===== src/rtl/render_pkg.sv =====
// Shared state encoding, default geometry and field-packing helpers for the
// note-highway render sequencer.
package render_pkg;

    typedef enum logic [3:0] {
        IDLE,
        DEFAULT,
        DRAIN_D,
        WAIT,
        SHIFT,
        SETUP,
        PIXEL,
        DRAIN_B,
        DONE
    } state_e;

    localparam int GRID_W_DEF    = 240;
    localparam int GRID_H_DEF    = 180;
    localparam int BOX_SIZE_DEF  = 60;
    localparam int NUM_BOXES_DEF = 12;

    function automatic logic [15:0] pack_grid(input logic [7:0] x, input logic [7:0] y);
        return {x, y};
    endfunction

    function automatic logic [14:0] pack_pixel(input logic [7:0] x, input logic [6:0] y);
        return {x, y};
    endfunction

endpackage


===== src/rtl/render_sequencer_if.sv =====
// Control bundle between the render sequencer (master) and the note-highway
// datapath / VGA plotter (slave).
interface render_sequencer_if;
    import render_pkg::*;

    // Every output is a registered level or single-cycle strobe; start is a
    // one-cycle pulse that is only acted on while the sequencer is idle.
    logic        start;
    logic        shiftSong;
    logic        loadStartAddress;
    logic        loadX;
    logic        loadY;
    logic        writeToScreen;
    logic        loadDefault;
    logic        writeDefault;
    logic        songDone;
    logic [15:0] gridCounter;
    logic [3:0]  boxCounter;
    logic [14:0] pixelCount;
    logic        plot;
    logic        busy;
    logic        tickOverrun;
    state_e      dbg_state;

    modport master (
        input  start,
        output shiftSong, loadStartAddress, loadX, loadY, writeToScreen,
               loadDefault, writeDefault, songDone, gridCounter, boxCounter,
               pixelCount, plot, busy, tickOverrun, dbg_state
    );

    modport slave (
        output start,
        input  shiftSong, loadStartAddress, loadX, loadY, writeToScreen,
               loadDefault, writeDefault, songDone, gridCounter, boxCounter,
               pixelCount, plot, busy, tickOverrun, dbg_state
    );

endinterface


===== src/rtl/strobe_delay.sv =====
// Fixed-latency strobe pipeline; clears asynchronously so no stale pulse
// survives a reset.
module strobe_delay #(
    parameter int DEPTH = 2
) (
    input  logic clk,
    input  logic rst_n,
    input  logic d,
    output logic q
);

    logic [DEPTH-1:0] sr_q;
    logic [DEPTH-1:0] sr_d;

    always_comb begin
        sr_d    = sr_q << 1;
        sr_d[0] = d;
    end

    always_ff @(posedge clk or negedge rst_n) begin
        if (!rst_n) begin
            sr_q <= '0;
        end else begin
            sr_q <= sr_d;
        end
    end

    assign q = sr_q[DEPTH-1];

endmodule


===== src/rtl/render_sequencer.sv =====
// Control FSM for the note-highway datapath: paints the default image once,
// then on every frame tick shifts the song and repaints the note boxes.
module render_sequencer
    import render_pkg::*;
#(
    parameter int GRID_W      = GRID_W_DEF,
    parameter int GRID_H      = GRID_H_DEF,
    parameter int BOX_SIZE    = BOX_SIZE_DEF,
    parameter int NUM_BOXES   = NUM_BOXES_DEF,
    parameter int SONG_LEN    = 115,
    parameter int TICK_CYCLES = 12500000,
    parameter int DEF_LAT     = 2,
    parameter int BOX_LAT     = 2,
    parameter int SETUP_CYC   = 2
) (
    input  logic                clock,
    input  logic                reset,
    render_sequencer_if.master  bus
);

    localparam int TW = $clog2(TICK_CYCLES);
    localparam int SW = $clog2(SONG_LEN + 1);
    localparam int CW = 4;

    state_e          state_q, state_d;
    logic [7:0]      gx_q, gx_d, gy_q, gy_d, px_q, px_d;
    logic [6:0]      py_q, py_d;
    logic [3:0]      box_q, box_d;
    logic [CW-1:0]   cnt_q, cnt_d;
    logic [TW-1:0]   tick_q, tick_d;
    logic [SW-1:0]   shift_cnt_q, shift_cnt_d;
    logic            pending_q, pending_d, overrun_q, overrun_d;
    logic            shift_song_q, shift_song_d, load_start_q, load_start_d;
    logic            load_xy_q, load_xy_d, load_default_q, load_default_d;
    logic            song_done_q, song_done_d, busy_q, busy_d;
    logic            running, tick;
    logic            write_screen, write_default, plot_w;

    always_comb begin
        state_d     = state_q;
        gx_d        = gx_q;
        gy_d        = gy_q;
        px_d        = px_q;
        py_d        = py_q;
        box_d       = box_q;
        cnt_d       = cnt_q;
        shift_cnt_d = shift_cnt_q;
        pending_d   = pending_q;
        overrun_d   = overrun_q;
        // The frame timer only runs once the default image is finished.
        running     = !(state_q inside {IDLE, DEFAULT, DRAIN_D});
        tick        = running && (tick_q == TW'(TICK_CYCLES - 1));
        tick_d      = tick ? '0 : tick_q + 1'b1;
        if (!running) begin
            tick_d    = '0;
            pending_d = 1'b0;
        end else if (tick) begin
            if (pending_q) overrun_d = 1'b1;
            else           pending_d = 1'b1;
        end

        unique case (state_q)
            IDLE: begin
                if (bus.start) begin
                    state_d = DEFAULT;
                    gx_d    = '0;
                    gy_d    = '0;
                end
            end
            DEFAULT: begin
                if (gy_q == 8'(GRID_H - 1)) begin
                    if (gx_q == 8'(GRID_W - 1)) begin
                        state_d = DRAIN_D;
                        cnt_d   = '0;
                    end else begin
                        gx_d = gx_q + 1'b1;
                        gy_d = '0;
                    end
                end else begin
                    gy_d = gy_q + 1'b1;
                end
            end
            DRAIN_D: begin
                if (cnt_q == CW'(DEF_LAT - 1)) begin
                    state_d     = WAIT;
                    shift_cnt_d = '0;
                end else begin
                    cnt_d = cnt_q + 1'b1;
                end
            end
            WAIT: begin
                if (tick || pending_q) begin
                    pending_d = 1'b0;
                    state_d   = (shift_cnt_q == SW'(SONG_LEN)) ? DONE : SHIFT;
                end
            end
            SHIFT: begin
                shift_cnt_d = shift_cnt_q + 1'b1;
                box_d       = 4'd1;
                cnt_d       = '0;
                px_d        = '0;
                py_d        = '0;
                state_d     = SETUP;
            end
            SETUP: begin
                if (cnt_q == CW'(SETUP_CYC - 1)) state_d = PIXEL;
                else                             cnt_d   = cnt_q + 1'b1;
            end
            PIXEL: begin
                if (py_q == 7'(BOX_SIZE - 1)) begin
                    if (px_q == 8'(BOX_SIZE - 1)) begin
                        state_d = DRAIN_B;
                        cnt_d   = '0;
                    end else begin
                        px_d = px_q + 1'b1;
                        py_d = '0;
                    end
                end else begin
                    py_d = py_q + 1'b1;
                end
            end
            DRAIN_B: begin
                if (cnt_q == CW'(BOX_LAT - 1)) begin
                    if (box_q == 4'(NUM_BOXES)) begin
                        box_d   = '0;
                        state_d = WAIT;
                    end else begin
                        box_d   = box_q + 1'b1;
                        cnt_d   = '0;
                        px_d    = '0;
                        py_d    = '0;
                        state_d = SETUP;
                    end
                end else begin
                    cnt_d = cnt_q + 1'b1;
                end
            end
            DONE:    state_d = IDLE;
            default: state_d = IDLE;
        endcase

        // Strobes are decoded from the next state so they register in step with it.
        load_default_d = (state_d == DEFAULT);
        shift_song_d   = (state_d == SHIFT);
        load_start_d   = (state_d == SETUP);
        load_xy_d      = (state_d == PIXEL);
        song_done_d    = (state_d == DONE);
        busy_d         = (state_d != IDLE);
    end

    always_ff @(posedge clock or negedge reset) begin
        if (!reset) begin
            state_q        <= IDLE;
            gx_q           <= '0;
            gy_q           <= '0;
            px_q           <= '0;
            py_q           <= '0;
            box_q          <= '0;
            cnt_q          <= '0;
            tick_q         <= '0;
            shift_cnt_q    <= '0;
            pending_q      <= 1'b0;
            overrun_q      <= 1'b0;
            shift_song_q   <= 1'b0;
            load_start_q   <= 1'b0;
            load_xy_q      <= 1'b0;
            load_default_q <= 1'b0;
            song_done_q    <= 1'b0;
            busy_q         <= 1'b0;
        end else begin
            state_q        <= state_d;
            gx_q           <= gx_d;
            gy_q           <= gy_d;
            px_q           <= px_d;
            py_q           <= py_d;
            box_q          <= box_d;
            cnt_q          <= cnt_d;
            tick_q         <= tick_d;
            shift_cnt_q    <= shift_cnt_d;
            pending_q      <= pending_d;
            overrun_q      <= overrun_d;
            shift_song_q   <= shift_song_d;
            load_start_q   <= load_start_d;
            load_xy_q      <= load_xy_d;
            load_default_q <= load_default_d;
            song_done_q    <= song_done_d;
            busy_q         <= busy_d;
        end
    end

    strobe_delay #(.DEPTH(BOX_LAT)) u_dly_screen (
        .clk(clock), .rst_n(reset), .d(load_xy_q), .q(write_screen)
    );
    strobe_delay #(.DEPTH(DEF_LAT)) u_dly_default (
        .clk(clock), .rst_n(reset), .d(load_default_q), .q(write_default)
    );
    strobe_delay #(.DEPTH(1)) u_dly_plot (
        .clk(clock), .rst_n(reset), .d(write_screen | write_default), .q(plot_w)
    );

    assign bus.shiftSong        = shift_song_q;
    assign bus.loadStartAddress = load_start_q;
    assign bus.loadX            = load_xy_q;
    assign bus.loadY            = load_xy_q;
    assign bus.writeToScreen    = write_screen;
    assign bus.loadDefault      = load_default_q;
    assign bus.writeDefault     = write_default;
    assign bus.songDone         = song_done_q;
    assign bus.gridCounter      = pack_grid(gx_q, gy_q);
    assign bus.boxCounter       = box_q;
    assign bus.pixelCount       = pack_pixel(px_q, py_q);
    assign bus.plot             = plot_w;
    assign bus.busy             = busy_q;
    assign bus.tickOverrun      = overrun_q;
    assign bus.dbg_state        = state_q;

endmodule


===== src/flat_wrapper.sv =====
// flat-port wrapper written by rule: the top's interface ports become plain ports
module render_sequencer_flat import render_pkg::*;
#(
    parameter int GRID_W      = GRID_W_DEF,
    parameter int GRID_H      = GRID_H_DEF,
    parameter int BOX_SIZE    = BOX_SIZE_DEF,
    parameter int NUM_BOXES   = NUM_BOXES_DEF,
    parameter int SONG_LEN    = 115,
    parameter int TICK_CYCLES = 12500000,
    parameter int DEF_LAT     = 2,
    parameter int BOX_LAT     = 2,
    parameter int SETUP_CYC   = 2
)
  (clock, reset, bus_start, bus_shiftSong, bus_loadStartAddress, bus_loadX, bus_loadY, bus_writeToScreen, bus_loadDefault, bus_writeDefault, bus_songDone, bus_gridCounter, bus_boxCounter, bus_pixelCount, bus_plot, bus_busy, bus_tickOverrun, bus_dbg_state);
  render_sequencer_if bus_i ();
  input  logic clock;
  input  logic reset;
  input wire logic [$bits(bus_i.start)-1:0] bus_start;
  output wire logic [$bits(bus_i.shiftSong)-1:0] bus_shiftSong;
  output wire logic [$bits(bus_i.loadStartAddress)-1:0] bus_loadStartAddress;
  output wire logic [$bits(bus_i.loadX)-1:0] bus_loadX;
  output wire logic [$bits(bus_i.loadY)-1:0] bus_loadY;
  output wire logic [$bits(bus_i.writeToScreen)-1:0] bus_writeToScreen;
  output wire logic [$bits(bus_i.loadDefault)-1:0] bus_loadDefault;
  output wire logic [$bits(bus_i.writeDefault)-1:0] bus_writeDefault;
  output wire logic [$bits(bus_i.songDone)-1:0] bus_songDone;
  output wire logic [$bits(bus_i.gridCounter)-1:0] bus_gridCounter;
  output wire logic [$bits(bus_i.boxCounter)-1:0] bus_boxCounter;
  output wire logic [$bits(bus_i.pixelCount)-1:0] bus_pixelCount;
  output wire logic [$bits(bus_i.plot)-1:0] bus_plot;
  output wire logic [$bits(bus_i.busy)-1:0] bus_busy;
  output wire logic [$bits(bus_i.tickOverrun)-1:0] bus_tickOverrun;
  output wire logic [$bits(bus_i.dbg_state)-1:0] bus_dbg_state;
  assign bus_i.start = bus_start;
  assign bus_shiftSong = bus_i.shiftSong;
  assign bus_loadStartAddress = bus_i.loadStartAddress;
  assign bus_loadX = bus_i.loadX;
  assign bus_loadY = bus_i.loadY;
  assign bus_writeToScreen = bus_i.writeToScreen;
  assign bus_loadDefault = bus_i.loadDefault;
  assign bus_writeDefault = bus_i.writeDefault;
  assign bus_songDone = bus_i.songDone;
  assign bus_gridCounter = bus_i.gridCounter;
  assign bus_boxCounter = bus_i.boxCounter;
  assign bus_pixelCount = bus_i.pixelCount;
  assign bus_plot = bus_i.plot;
  assign bus_busy = bus_i.busy;
  assign bus_tickOverrun = bus_i.tickOverrun;
  assign bus_dbg_state = bus_i.dbg_state;
  render_sequencer #(.GRID_W(GRID_W), .GRID_H(GRID_H), .BOX_SIZE(BOX_SIZE), .NUM_BOXES(NUM_BOXES), .SONG_LEN(SONG_LEN), .TICK_CYCLES(TICK_CYCLES), .DEF_LAT(DEF_LAT), .BOX_LAT(BOX_LAT), .SETUP_CYC(SETUP_CYC)) u_core (.clock(clock), .reset(reset), .bus(bus_i));
endmodule

===== config.mk =====
export PLATFORM = sky130hd
export DESIGN_NAME = render_sequencer_flat
export DESIGN_NICKNAME = d
export VERILOG_FILES = /design/src/rtl/render_pkg.sv /design/src/rtl/render_sequencer_if.sv /design/src/rtl/strobe_delay.sv /design/src/rtl/render_sequencer.sv /design/src/flat_wrapper.sv
export SDC_FILE = /design/constraint.sdc
export NUM_CORES = 1
export LEC_CHECK = 0
export CAP_MARGIN = 25
export CORE_MARGIN = 3
export CORE_UTILIZATION = 45
export CTS_CLUSTER_DIAMETER = 30
export DETAILED_ROUTE_END_ITERATION = 10
export GPL_ROUTABILITY_DRIVEN = 0
export PLACE_DENSITY_LB_ADDON = 0.3
export SETUP_SLACK_MARGIN = 0.1
export SLEW_MARGIN = 20
export SYNTH_ARGS = -nofsm -noshare
export SYNTH_HDL_FRONTEND = slang
export SYNTH_SLANG_ARGS = --single-unit

===== constraint.sdc =====
create_clock -name clock -period 4.15 [get_ports clock]
set_input_delay 0.83 -clock clock [delete_from_list [all_inputs] [get_ports clock]]
set_output_delay 0.83 -clock clock [all_outputs]
set_load 0.02 [all_outputs]

# [After elaboration in Yosys (flattened, before gate mapping)]
# Cells that the tools add are included.
[word_totals] register_bits=87 output_inout_bits=50
[classes] n_addsub=8 eq_ne=34 muxes=48 bitwise_logic=2 n_reduce_logical=20
[op_table] op="2-to-1 mux 4 bit" n=19
[op_table] op="2-to-1 mux 8 bit" n=9
[op_table] op="2-to-1 mux 24 bit" n=2
[op_table] op="2-to-1 mux 7 bit" n=5
[op_table] op="case mux 4 bit (8 select lines)" n=1
[op_table] op="case mux 8 bit (2 select lines)" n=2
[op_table] op="== test 4 x 3 -> 1 bit, second input constant" n=7
[op_table] op="adder 24 x 1 -> 24 bit, second input constant" n=1
[op_table] op="adder 8 x 1 -> 8 bit, second input constant" n=3
[op_table] op="== test 24 bit, second input constant" n=1
[op_table] op="case mux 8 bit (3 select lines)" n=1
[op_table] op="case mux 7 bit (3 select lines)" n=1
[op_table] op="case mux 4 bit (5 select lines)" n=1
[op_table] op="== test 8 bit, second input constant" n=2
[op_table] op="!= test 2 bit, second input constant" n=8
[op_table] op="adder 7 x 1 -> 7 bit, second input constant" n=2
[op_table] op="case mux 7 bit (2 select lines)" n=1
[op_table] op="== test 4 x 1 -> 1 bit, second input constant" n=3
[op_table] op="!= test 3 bit, second input constant" n=3
[op_table] op="adder 4 x 1 -> 4 bit, second input constant" n=2
[op_table] op="== test 4 x 2 -> 1 bit, second input constant" n=2
[op_table] op="== test 4 bit, second input constant" n=2
[op_table] op="== test 8 x 6 -> 1 bit, second input constant" n=1
[op_table] op="case mux 4 bit (2 select lines)" n=1
[op_table] op="other kinds (21)" n=32

# [Logic depth before layout (Yosys ltp)]
# Gate-level depths: netlist of run 1.
[depth] depth_word=8 ltp_mapped=8 ltp_nobuf=7

# [Cells and area by module]
# From an unflattened synthesis of run 1, not the netlist that was laid out.
[unflattened] cells_unflattened=458 area_unflattened_um2=4324.1
[by_module_without_submodules] module="render_sequencer" n_inst=1 cells_per_inst=453 area_each_um2=4199.0 seq_area_each_um2=2052.0
[by_module_without_submodules] module="strobe_delay (u_core.u_dly_default ...)" n_inst=2 cells_per_inst=2 area_each_um2=50.0 seq_area_each_um2=50.0
[by_module_without_submodules] module="strobe_delay (u_core.u_dly_plot)" n_inst=1 cells_per_inst=1 area_each_um2=25.0 seq_area_each_um2=25.0

# [Worst setup path before layout of run 1]
# Ideal clock, no wire load.
[synth_path] path_type="register to register" start="reg u_core.gx_q[0]" end="reg u_core.busy_q (netlist: u_core.bus.busy)" setup_time_ns=0.138 arrival_time_ns=2.153 slack_ns=1.858 stages_incl_launch_ff=7 path_buffers=0 period_less_slack_ns=2.292 path_cell_list="dfrtp_1 ha_1 nand2_1 or4_4 o21ai_2 o2111ai_2 or4b_1"
[synth_via] elab_chain_cells=5
[synth_lines] item="start, declared" line_no="render_sequencer.sv:26" source="logic [7:0] gx_q, gx_d, gy_q, gy_d, px_q, px_d;"
[synth_lines] item="start signal, assigned" line_no="render_sequencer.sv:172" source="gx_q <= gx_d;"
[synth_lines] item="== test 8 bit" line_no="render_sequencer.sv:72" source="if (gx_q == 8'(GRID_W - 1)) begin"
[synth_lines] item="2-to-1 mux 4 bit" line_no="render_sequencer.sv:72"
[synth_lines] item="2-to-1 mux 4 bit" line_no="render_sequencer.sv:71" source="if (gy_q == 8'(GRID_H - 1)) begin"
[synth_lines] item="case mux 4 bit (8 select lines)" line_no="render_sequencer.sv:62" source="unique case (state_q)"
[synth_lines] item="nonzero test 4 bit" line_no="render_sequencer.sv:148" source="busy_d = (state_d != IDLE);"
[synth_lines] item="named net u_core.busy_d" line_no="render_sequencer.sv:35" source="logic song_done_q, song_done_d, busy_q, busy_d;"
[synth_lines] item="end signal, assigned" line_no="render_sequencer.sv:187" source="busy_q <= busy_d;"
[synth_lines] item="end, declared" line_no="render_sequencer.sv:35"
# The timed path passes the listed nets, and every way through them passes these cells.
# A chain may end at the register's enable or synchronous reset.

# [Worst setup path after layout of run 1]
# Same ends and word-level chain as after synthesis.

==> results of run 1 <==
## sequential cells by signal (all words and copies together), names as in the netlist, 2 cells and up
signal,flops
u_core.tick_q,24
u_core.gx_q,8
u_core.gy_q,8
u_core.px_q,8
u_core.py_q,7
u_core.shift_cnt_q,7
u_core.bus.boxCounter,4
u_core.bus.dbg_state,4
u_core.cnt_q,4
u_core.u_dly_default.sr_q,2
u_core.u_dly_screen.sr_q,2
## critical path: cells and delay by family (launching register included)
kind                     cells  cell delay (ps)
adder cells (fa/ha/maj)      1              250
flip-flops                   1              450
AND/OR/NAND/NOR              3             1160
AO/OA/AOI/OAI                2              710
## per-stage QoR
step / hold slack (ps) / util / worst slack, ps / total power [W]
3_5_place_dp: 352 / 0.526 / 1270 / 0.000883
4_1_cts: 371 / 0.545 / 1470 / 0.00146
6_report: 366 / 0.548 / 1450 / 0.00144
5_1_grt: 368 / 0.548 / 1240 / 0.00150
3_3_place_gp: 333 / 0.526 / 1330 / 0.000883
2_1_floorplan: 331 / - / 1860 / 0.000864
## Yosys cell counts (all sizes together), types with 4 or more instances
cell type	instances
dfrtp	87
nor2	52
nand2	50
nand3	29
a21oi	20
o21ai	20
xor2	19
and3	14
xnor2	14
inv	13
buf	10
ha	10
nand4	10
nor3	10
clkbuf	7
a211oi	6
or3	6
and2	5
and4	5
mux2i	5
a32o	4
mux2	4
nor3b	4
nor4b	4
o2111ai	4
o31ai	4
or4b	4
## kinds of logic after synthesis
logic type / after synthesis / share of synthesized area
buf+inv: 30 / 0.0298
flops: 87 / 0.480
simple gates: 213 / 0.249
fa+ha+maj: 10 / 0.0276
mux: 9 / 0.0209
compound gates: 81 / 0.130
xor+xnor: 33 / 0.0637
## how the worst max path moves through the flow
stage,start,slack (ps),depth (start not counted),end
floorplan,u_core.gx_q[0],1860,6,u_core.bus.busy
global placement,bus_start,1330,5,u_core.gy_q[7]
detailed placement,bus_start,1270,5,u_core.gy_q[7]
CTS,u_core.gx_q[0],1470,6,u_core.bus.busy
global route,u_core.bus.dbg_state[0],1240,5,u_core.gx_q[1]
finish,u_core.gx_q[0],1450,6,u_core.bus.busy
## power by group
group          switching [W]  internal [W]  leakage, nW
clock network       0.000293      0.000280       0.0916
logic              0.0000166    0.00000478        0.903
registers                  0      0.000847         1.14
## layer usage
metal / global-route usage / vias up
met5: 0 / -
met2: 0.275 / 104
met4: 0.0594 / 0
li1: - / 1752
met1: 0.252 / 1738
met3: 0.0407 / 15
## final cells by class
class | count | area (sq um) | area share
Sequential cell | 87 | 2180 | 0.407
Clock inverter | 3 | 43.8 | 0.00818
Multi-Input combinational cell | 346 | 2230 | 0.416
Tap cell | 133 | 166 | 0.0311
Timing Repair Buffer | 54 | 553 | 0.103
Inverter | 13 | 48.8 | 0.00911
Clock buffer | 13 | 139 | 0.0259
==> results.txt, run 1 <==
status - finished clean
die span in x - 106 um
Mapped Area - 4540 sq um
core area - 9770 sq um
Reg2Reg Depth - 6
met2 WL - 4420 um
# clock sinks - 87
synth warn - 0
Post-Synthesis Cells - 463
Cell Count, Final, Fillers Out - 649
max frequency - 370 MHz
Area growth syn-to-layout - 18.0%
Fin. Hold Viols - 0
PostCTS Resize Cnt - 0
final wirelength - 9650 um
pwr/cell area - 269 nW/um^2
post-synth cell types - 64
CP max-delay cell - or4b_1
asr flop ratio synth - 1.00
reg-to-reg endpoint - u_core.bus.busy
worst slew pin tran - 892 ps
CTS Buf Count - 9
CP cell instances - ha_1 > nand2_1 > or4_4 > o21ai_2 > o2111ai_2 > or4b_1
DRC - 0
GRT Total Usage - 0.179
CTS H-tree lvls - 3
Leakage - 2.13 nW
largest net degree at the start of global routing - 77
CP endpoint kind - flop
buffer count from post-CTS setup fixing - 0
CTS tree - built
Area contributors post-synth - dfrtp_1 (48%), nor2_1 (4.3%), nand2_1 (4.1%), xor2_1 (3.7%), nand3_1 (3.2%)
Clock Pin Slew Worst Setup and Hold Paths - 80 ps
Final Cell Area - 5360 sq um
clock latency on the worst-skew pair - 360 ps
Worst Path Max Fanout - 11
Initial Util - 0.464
Final nets - 524
# diodes - 0
Cell Area, Placed - 5140 sq um
RSZ-0062 raised after global routing - false
Worst Path Arrival - 2930 ps
share of post-route cells with drive strength above 1 - 0.0756
Final HPWL DP - 6760 um
die area - 11,300 sq um
initial antenna violation count - 0
DR iter-0 viols - 194
dpl cells - 632
post-synthesis area per instance - 9.80 sq um
met3 WL - 508 um
Seq/Total Area, Yosys - 0.480
drt wl/cell - 14.9 um
clock root buffer - clkbuf_8
DR vias - 3,609
wire length on met1 - 4550 um
setup_tns - 0 ps
Post-synth EDFFs - 0
vias per std cell - 5.56
ANT nets after route - 0
reg-to-reg slack, setup - 1450 ps
drt pass-1 iters - 5
CP Class - flop to flop
Synthesized Nets - 476
top cell type's share of synthesized area - 0.480
final setup fails - 0
post-synthesis sequential element count - 87
Die Y - 106 um
Yosys top cell by area - dfrtp_1
Hold/Removal Path Class - input pin to async pin
highest-count cells in the layout ignoring fill and taps - dfrtp_1 (87), nor2_1 (52), clkdlybuf4s50_1 (51)
Fill cells - 903
Rows - 36
fin. max-slew vios - 0
Hold Buf Count CTS - 0
fin crit share - 0.651
commonest register cell after synthesis - dfrtp_1
Worst R2R Start - u_core.gx_q[0]
port bufs - 52
maximum root-to-sink buffer count - 2
commonest non-fill, non-tap cell in the layout - dfrtp_1
max-cap violations - 0
Final Skew - 13.5 ps
vias in the first global route - 3,469
relative slew slack - 0.405
crit path time final - 2700 ps
Overflow after GRT - 0
CP max stage delay - 540 ps
crit path launch type - flop
first-pass GRT wire length - 16,600 um
uppermost layer routed - met4
VDD IR-drop max - 0.000129 V
num ports - 53
worst endpoint required time - 4380 ps
Note: power is estimated with default switching activity, not from simulation.
==> run 2: changes to the inputs <==
Clock period 4.15 ns to 2.2 ns, I/O delays scaled along.
==> run 2 against run 1 <==
Combinational power grew 92%. Power grew 84%. Highest routed layer unchanged. Largest power group unchanged. Setup slack lost 1400 ps. Critical path type unchanged.
==> results.txt, run 2 (synthesis results as in run 1) <==
status - finished clean
max frequency - 474 MHz (+28%)
core area - 9770 sq um (unchanged)
RSZ-0062 raised after global routing - true
Reg2Reg Depth - 6 (unchanged)
Final Cell Area - 5940 sq um (+11%)
highest-count cells in the layout ignoring fill and taps - dfrtp_1 (78), buf_4 (53), nor2_1 (52)
CP max stage delay - 500 ps (-40 ps)
worst endpoint required time - 2450 ps (-1930 ps)
drt pass-1 iters - 4 (-1)
Die Y - 106 um (unchanged)
maximum root-to-sink buffer count - 2 (unchanged)
CP Class - flop to flop
Clock Pin Slew Worst Setup and Hold Paths - 90 ps (about the same)
clock root buffer - clkbuf_8
Fin. Hold Viols - 0 (unchanged)
DR iter-0 viols - 154 (-21%)
Area growth syn-to-layout - 31.0%
WHS - 348 ps (-18.0 ps)
fin crit share - 0.958 (+0.307)
Worst Path Max Fanout - 4 (-7)
Final nets - 579 (+10%)
largest net degree at the start of global routing - 37 (-52%)
Final Skew - 14.5 ps (+0.996 ps)
crit path launch type - flop
max-cap violations - 0 (unchanged)
fin. max-slew vios - 0 (unchanged)
Rows - 36 (unchanged)
CP cell instances - ha_4 > nand2_2 > or4_4 > o21ai_2 > o2111ai_4 > or4b_1
hold_sp - u_core.u_dly_screen.sr_q[0]
ANT nets after route - 0 (unchanged)
# clock sinks - 87 (unchanged)
setup_tns - 0 ps (unchanged)
pwr/cell area - 447 nW/um^2 (+66%)
first-pass GRT wire length - 17,600 um (+6.1%)
# diodes - 0 (unchanged)
Hold Path Depth - 0
crit path time final - 2110 ps (-592 ps)
Leakage - 2.47 nW (+16%)
CTS H-tree lvls - 3 (unchanged)
Hold/Removal Path Class - flop to flop
commonest non-fill, non-tap cell in the layout - dfrtp_1
reg-to-reg endpoint - u_core.bus.busy
vias per std cell - 5.41 (-2.7%)
share of post-route cells with drive strength above 1 - 0.215 (+0.140)
Initial Util - 0.464 (unchanged)
reg-to-reg slack, setup - 90 ps (-1360 ps)
Layout Utilization - 0.608 (+0.0603)
Final Power - 0.00266 W (+84%)
Worst Path Arrival - 2360 ps (-570 ps)
GRT Total Usage - 0.192 (+0.0123)
final wirelength - 10,800 um (+12%)
CTS Buf Count - 9 (unchanged)
initial antenna violation count - 0 (unchanged)
vias in the first global route - 3,675 (+5.9%)
Worst Hold End - u_core.u_dly_screen.sr_q[1]
Cell Area, Placed - 5520 sq um (+7.2%)
DRC - 0 (unchanged)
relative slew slack - 0.586 (+0.181)
CP max-delay cell - or4_4
Final HPWL DP - 7540 um (+12%)
clock latency on the worst-skew pair - 370 ps (about the same)
DR vias - 3,809 (+5.5%)
die area - 11,300 sq um (unchanged)
final setup fails - 0 (unchanged)
VDD IR-drop max - 0.000322 V (+150%)
Worst R2R Start - u_core.gx_q[1]
CTS tree - built
Overflow after GRT - 0 (unchanged)
port bufs - 52 (unchanged)
num ports - 53 (unchanged)
worst slew pin tran - 618 ps (-273 ps)
max reg flops - 24 (unchanged)
Top reg by flops - u_core.tick_q
drt wl/cell - 15.3 um (+3.0%)
CP endpoint kind - flop
die span in x - 106 um (unchanged)
crit path launch - u_core.gx_q[1]
-- run 2: worst max-delay path by stage --
stage	to	slack (ps)	cells after the start
2_1_floorplan	u_core.bus.busy	80	6
3_3_place_gp	u_core.bus.busy	120	7
3_5_place_dp	u_core.bus.busy	60	7
4_1_cts	u_core.px_q[7]	110	7
5_1_grt	u_core.px_q[7]	-20	7
6_report	u_core.bus.busy	90	6
-- run 2: worst max-delay path: cells and delay by family, from the launching register on --
family          cells  cell delay [ps]
simple gates        3             1070
fa+ha+maj           1              160
flops               1              390
compound gates      2              370
-- run 2: report_power, final --
group	internal [W]	switching, W
clock network	0.000439	0.000579
registers	0.00160	0
logic	0.00000869	0.0000322
-- run 2: cell type report --
cell class / count / area, sq um
clock buffers: 11 / 141
clock inverters: 5 / 33.8
fillers: 858 / 3830
inverters: 13 / 48.8
multi-input cells: 347 / 2400
flip-flops and latches: 87 / 2190
well taps: 133 / 166
repair buffers: 108 / 962
-- run 2: layer usage --
| layer | share of wire | up-vias | GRT usage |
|---|---|---|---|
| met5 | 0 | - | 0 |
| met4 | 0.014 | 0 | 0.0584 |
| met3 | 0.029 | 12 | 0.0401 |
| met2 | 0.49 | 56 | 0.307 |
| met1 | 0.47 | 1876 | 0.263 |
| li1 | - | 1865 | - |
-- run 2: repair_timing --
action | in CTS | in global routing
pin swaps | 3 | 9
resized for setup | 6 | 25
hold endpoints to repair | 6 | 0
hold buffers | 1 | 0
setup buffers | 1 | 9
cloned | 0 | 1
endpoints found under the setup margin | 9 | 49
-- run 2: through the flow --
| stage | setup slack (ps) | std cells |
|---|---|---|
| detailed placement | 64.8 | 676 |
| finish | 92.3 | 704 |
| floorplan | 84.3 | 463 |
| global route | -21.6 | 704 |
| CTS | 111 | 694 |
| global placement | 120 | 676 |
